==> src/rtl/writeback_arbiter.sv <==
// Purpose: single write-port arbiter (ALU over buffered LSU) plus pending-destination busy mask.
// Latency: ALU result -> rf_we one cycle later; LSU result -> earliest rf_we two cycles after acceptance.
// Backpressure: ALU never stalled; LSU held off via lsu_ready when the 2-entry result FIFO is full.
//
// Ports:
//   clk, reset                 single clock, synchronous active-high reset
//   alu_valid/alu_rd/alu_data  single-cycle ALU result, always accepted, strict priority
//   lsu_valid/lsu_ready        LSU result handshake; lsu_rd/lsu_data carried with it
//   issue_valid/issue_rd       long-latency issue, marks issue_rd busy
//   busy                       pending-destination mask (bit 0 always 0)
//   rf_we/rf_waddr/rf_wdata    registered register-file write port
//   lsu_count                  FIFO occupancy
module writeback_arbiter #(
    parameter  int LSU_DEPTH = 2,
    localparam int CNT_W     = $clog2(LSU_DEPTH + 1),
    localparam int PTR_W     = (LSU_DEPTH > 1) ? $clog2(LSU_DEPTH) : 1
) (
    input  logic             clk,
    input  logic             reset,
    input  logic             alu_valid,
    input  logic [4:0]       alu_rd,
    input  logic [63:0]      alu_data,
    input  logic             lsu_valid,
    output logic             lsu_ready,
    input  logic [4:0]       lsu_rd,
    input  logic [63:0]      lsu_data,
    input  logic             issue_valid,
    input  logic [4:0]       issue_rd,
    output logic [31:0]      busy,
    output logic             rf_we,
    output logic [4:0]       rf_waddr,
    output logic [63:0]      rf_wdata,
    output logic [CNT_W-1:0] lsu_count
);

    logic [4:0]       fifo_rd   [LSU_DEPTH];
    logic [63:0]      fifo_data [LSU_DEPTH];
    logic [PTR_W-1:0] wr_ptr;
    logic [PTR_W-1:0] rd_ptr;

    logic             push;
    logic             pop;
    logic             sel_valid;
    logic [4:0]       sel_rd;
    logic [63:0]      sel_data;
    logic [31:0]      busy_nxt;

    // Readiness looks only at current occupancy: a full FIFO refuses a push
    // even in a cycle where it also pops, keeping the ready path short.
    assign lsu_ready = !reset && (lsu_count < CNT_W'(LSU_DEPTH));
    assign push      = lsu_valid && lsu_ready;
    // Head is only eligible when the ALU is idle; a just-pushed entry is not
    // visible until the next cycle because count updates at the edge.
    assign pop       = !alu_valid && (lsu_count != '0);

    always_comb begin
        sel_valid = 1'b0;
        sel_rd    = alu_rd;
        sel_data  = alu_data;
        if (alu_valid) begin
            sel_valid = 1'b1;
        end else if (pop) begin
            sel_valid = 1'b1;
            sel_rd    = fifo_rd[rd_ptr];
            sel_data  = fifo_data[rd_ptr];
        end
    end

    // Clear for the popped entry is applied first so a same-cycle issue to
    // the same register re-sets the bit (the new op is still outstanding).
    always_comb begin
        busy_nxt = busy;
        if (pop) begin
            busy_nxt[fifo_rd[rd_ptr]] = 1'b0;
        end
        if (issue_valid && (issue_rd != 5'd0)) begin
            busy_nxt[issue_rd] = 1'b1;
        end
        busy_nxt[0] = 1'b0;
    end

    function automatic logic [PTR_W-1:0] ptr_inc(input logic [PTR_W-1:0] p);
        ptr_inc = (p == PTR_W'(LSU_DEPTH - 1)) ? '0 : p + PTR_W'(1);
    endfunction

    always_ff @(posedge clk) begin
        if (reset) begin
            rf_we     <= 1'b0;
            rf_waddr  <= 5'd0;
            rf_wdata  <= 64'd0;
            busy      <= 32'd0;
            lsu_count <= '0;
            wr_ptr    <= '0;
            rd_ptr    <= '0;
        end else begin
            // rd=0 results are consumed but never reach the register file.
            rf_we    <= sel_valid && (sel_rd != 5'd0);
            rf_waddr <= sel_rd;
            rf_wdata <= sel_data;
            busy     <= busy_nxt;
            if (push) begin
                wr_ptr <= ptr_inc(wr_ptr);
            end
            if (pop) begin
                rd_ptr <= ptr_inc(rd_ptr);
            end
            case ({push, pop})
                2'b10:   lsu_count <= lsu_count + CNT_W'(1);
                2'b01:   lsu_count <= lsu_count - CNT_W'(1);
                default: lsu_count <= lsu_count;
            endcase
        end
    end

    // Storage needs no reset: entries are only read when count says valid.
    always_ff @(posedge clk) begin
        if (push) begin
            fifo_rd[wr_ptr]   <= lsu_rd;
            fifo_data[wr_ptr] <= lsu_data;
        end
    end

endmodule

==> config.mk <==
export PLATFORM = sky130hd
export DESIGN_NAME = writeback_arbiter
export DESIGN_NICKNAME = d
export VERILOG_FILES = /design/src/rtl/writeback_arbiter.sv
export SDC_FILE = /design/constraint.sdc
export NUM_CORES = 1
export LEC_CHECK = 0
export CORE_UTILIZATION = 30
export DETAILED_ROUTE_END_ITERATION = 12
export GPL_TIMING_DRIVEN = 0
export SYNTH_ARGS = -nofsm -noshare
export SYNTH_HDL_FRONTEND = slang
export SYNTH_SLANG_ARGS = --single-unit
==> constraint.sdc <==
create_clock -name clk -period 7.4 [get_ports clk]
set_input_delay 2.22 -clock clk [delete_from_list [all_inputs] [get_ports clk]]
set_output_delay 2.22 -clock clk [all_outputs]
set_load 0.05 [all_outputs]
==> results by group <==
Cells and area
  • Fillers: 2,824
  • Final #Nets: 1,113
  • Final Util: 0.4353
  • Commonest non-fill, non-tap cell in the layout: clkdlybuf4s50_1
  • Area growth syn-to-layout: 43.14%
  • Layout cells sized above 1: 0.08722
  • Most frequent cells in the layout: clkdlybuf4s50_1, edfxtp_1, dfxtp_1, nor2_1, a211oi_1
  • Final cell count without fillers: 1,385

Worst setup path
  • R2R Setup Slk: 4920 ps
  • Crit. End Element: output port
  • Most used cell, CP: clkdlybuf4s50_1
  • Cells along the critical path: clkdlybuf4s50_1, buf_2, clkbuf_1, nor2_1, clkdlybuf4s50_1
  • Max stage delay on crit path: 750 ps
  • Critical R2R Capture: lsu_count[1]
  • Critical path fanouts, max: 10
  • CP Depth: 5
  • Slowest CP cell: clkdlybuf4s50_1
  • Critical Path Start Type: primary input
  • Beginning of the critical path: reset
  • Critical path endpoint: lsu_ready
  • Worst Path Arrival: 4620 ps
  • CP top delay family: buffers and inverters
  • Worst path bufs/invs: 4
  • Type of the worst setup path: primary input to output port
  • Worst r2r src: lsu_count[1]
  • Critical Path RT: 5180 ps
  • Worst Reg-to-Reg Cells: 7

Place
  • GP Congestion: 0.8155
  • Setup WS pre-CTS: 417.5 ps
  • I/O Buffers: 251
  • Dpl hpwl: 18,130 um
  • Placed Cells: 1,330

STA
  • Slew HR: 0.4151
  • Final setup margin: 563.1 ps
  • Final hold vios: 0
  • Crit share post-route: 0.9239
  • Setup TNS: 0 ps
  • Fin Clk Skew: 11.67 ps
  • Fin crit period: 6837 ps
  • FMAX: 146.3 MHz
  • Final setup viols: 0
  • Pins Over Slew Limit: 0
  • Least-Margin Pin Slew: 877.3 ps
  • RSZ-0062 raised after global routing: false

CTS
  • H-tree depth: 1
  • Post-CTS Hold Buffers: 0
  • Root buf cell: clkbuf_16
  • TritonCTS clock tree: yes
  • Total CTS buffers: 28
  • CTS Buffer Depth: 3
  • Post-CTS resize count: 0
  • Clock transition at path regs: 50 ps
  • Sink Count: 244
  • Post-CTS setup buffers: 0
  • Worst skew pair latency: 540 ps

Global routing
  • Initial antenna violation count: 5
  • First-pass GRT wire length: 37,380 um
  • GRT overflow: 0
  • Largest net degree at the start of global routing: 38
  • Number of global-route vias before repair: 6,559
  • Overall routing resource usage: 0.1562

Die
  • Die area: 31,630 um^2
  • Core Rows: 64
  • Die Height: 177.9 um
  • Die X: 177.9 um
  • Initial Utilization: 0.3041
  • Area of the core: 30,510 um^2
  • I/O pins: 253

Flow run
  • # Max-Cap Violations: 0

Synthesis
  • Syn_nets: 829
  • Post-synth top area cell: edfxtp_1
  • Sequential area share after synthesis: 0.6754
  • EDFF count, synth: 138
  • Synth Cell Area: 9278 um^2
  • Mapped Cells: 680
  • Post-synth top flop: edfxtp_1
  • Post-synthesis cell type count: 46
  • Avg Synthesized Cell Area: 13.64 um^2
  • Ys Warns: 0
  • Yosys top cell area share: 0.4467
  • Yosys reg bits: 244
  • Ys async rst share: 0
  • Synth area leaders: edfxtp_1, dfxtp_1, mux2i_1

Pwr
  • Power Density: 306.6 nW/um^2
  • Static Leak: 4.374 nW
  • Max VDD drop: 0.2160 mV
  • Total power: 4.072 mW

Detailed routing
  • First drt pass iteration count: 5
  • Drt drc: 0
  • Iter 0 DRT Violations: 308
  • Routed WL per cell: 18.06 um
  • ANT nets after route: 0
  • Vias: 6,545
  • WL final: 25,010 um
  • DR vias/cell: 4.726

Status
  • Status: complete, no violations

Min path
  • Hold Crit Class: flip-flop to flip-flop
## metrics by stage
stage / instance area (um^2) / hold WS [ps]
6_report: 13280 / 480.2
5_1_grt: 13270 / 493.5
4_1_cts: 13270 / 484.6
3_5_place_dp: 12360 / 472.9
3_3_place_gp: 12290 / 471.9
2_1_floorplan: 9278 / 481.3
## worst min-delay path by stage
stage	from	end	slack, ps	cells after the start
after floorplan	rd_ptr	flip-flop	480	2
after global placement	busy[15]	busy[15]	470	2
after detailed placement	busy[14]	busy[14]	470	2
after CTS	busy[14]	busy[14]	480	2
after global routing	busy[23]	busy[23]	490	2
final	busy[11]	busy[11]	480	2
## worst min-delay path: stages, from the launching register on
cell and delay, ps:
dfxtp_1 310, nand2b_1 70, o21ai_1 60
## kinds of logic after synthesis
group | Yosys count | share of synthesized area
flops | 244 | 0.6754
mux | 69 | 0.07444
fa+ha+maj | 1 | 0.001348
xor+xnor | 4 | 0.003777
simple gates | 169 | 0.1024
compound gates | 144 | 0.1164
buf+inv | 48 | 0.02589
other cells | 1 | 0.0004042
## synth_stat cells, types with 3 or more instances
cell	instances
a211oi_1	73
a21oi_1	5
a221oi_1	21
a221oi_2	7
a22oi_1	4
and4b_1	3
and4bb_2	3
buf_1	5
buf_2	9
buf_4	9
clkbuf_1	22
dfxtp_1	106
edfxtp_1	138
mux2i_1	69
nand2_1	22
nand2b_1	27
nand3_1	4
nand4b_1	4
nand4bb_1	6
nor2_1	76
o21ai_1	27
o311ai_0	3
or3b_1	4
or4b_4	4
## per-layer routing
metal / routed length [um] / vias to the layer above / track usage
li1: - / 3170 / -
met1: 10510 / 3111 / 0.1900
met2: 12020 / 209 / 0.2614
met3: 1750 / 49 / 0.04777
met4: 684 / 6 / 0.05235
met5: 41 / - / 0
## state kept, by name, summed over array words and instances (netlist names), named ones only
name / cells
wr_ptr: 1
busy: 31
rf_waddr: 5
fifo_data: 128
lsu_count: 2
rf_wdata: 64
fifo_rd: 10
rf_we: 1
rd_ptr: 1
## where the power goes
part	total [mW]	leakage, nW	internal (mW)	switching, mW
clock	1.36	0.442	0.817	0.541
sequential	1.62	2.14	1.57	0.0477
combinational	1.09	1.79	0.399	0.694
total	4.07	4.37	2.79	1.28
## final cells by class
cell class	count	area, um^2	area share
multi-input cells	388	2784	0.2096
inverters	1	3.754	0.0002826
clock buffers	35	747.0	0.05625
repair buffers	254	2572	0.1937
plain buffers	47	236.5	0.01781
well taps	396	495.5	0.03731
clock inverters	17	167.7	0.01262
flip-flops and latches	244	6266	0.4718
diodes	3	7.507	0.0005653
Power figures use the tool's default switching activity.
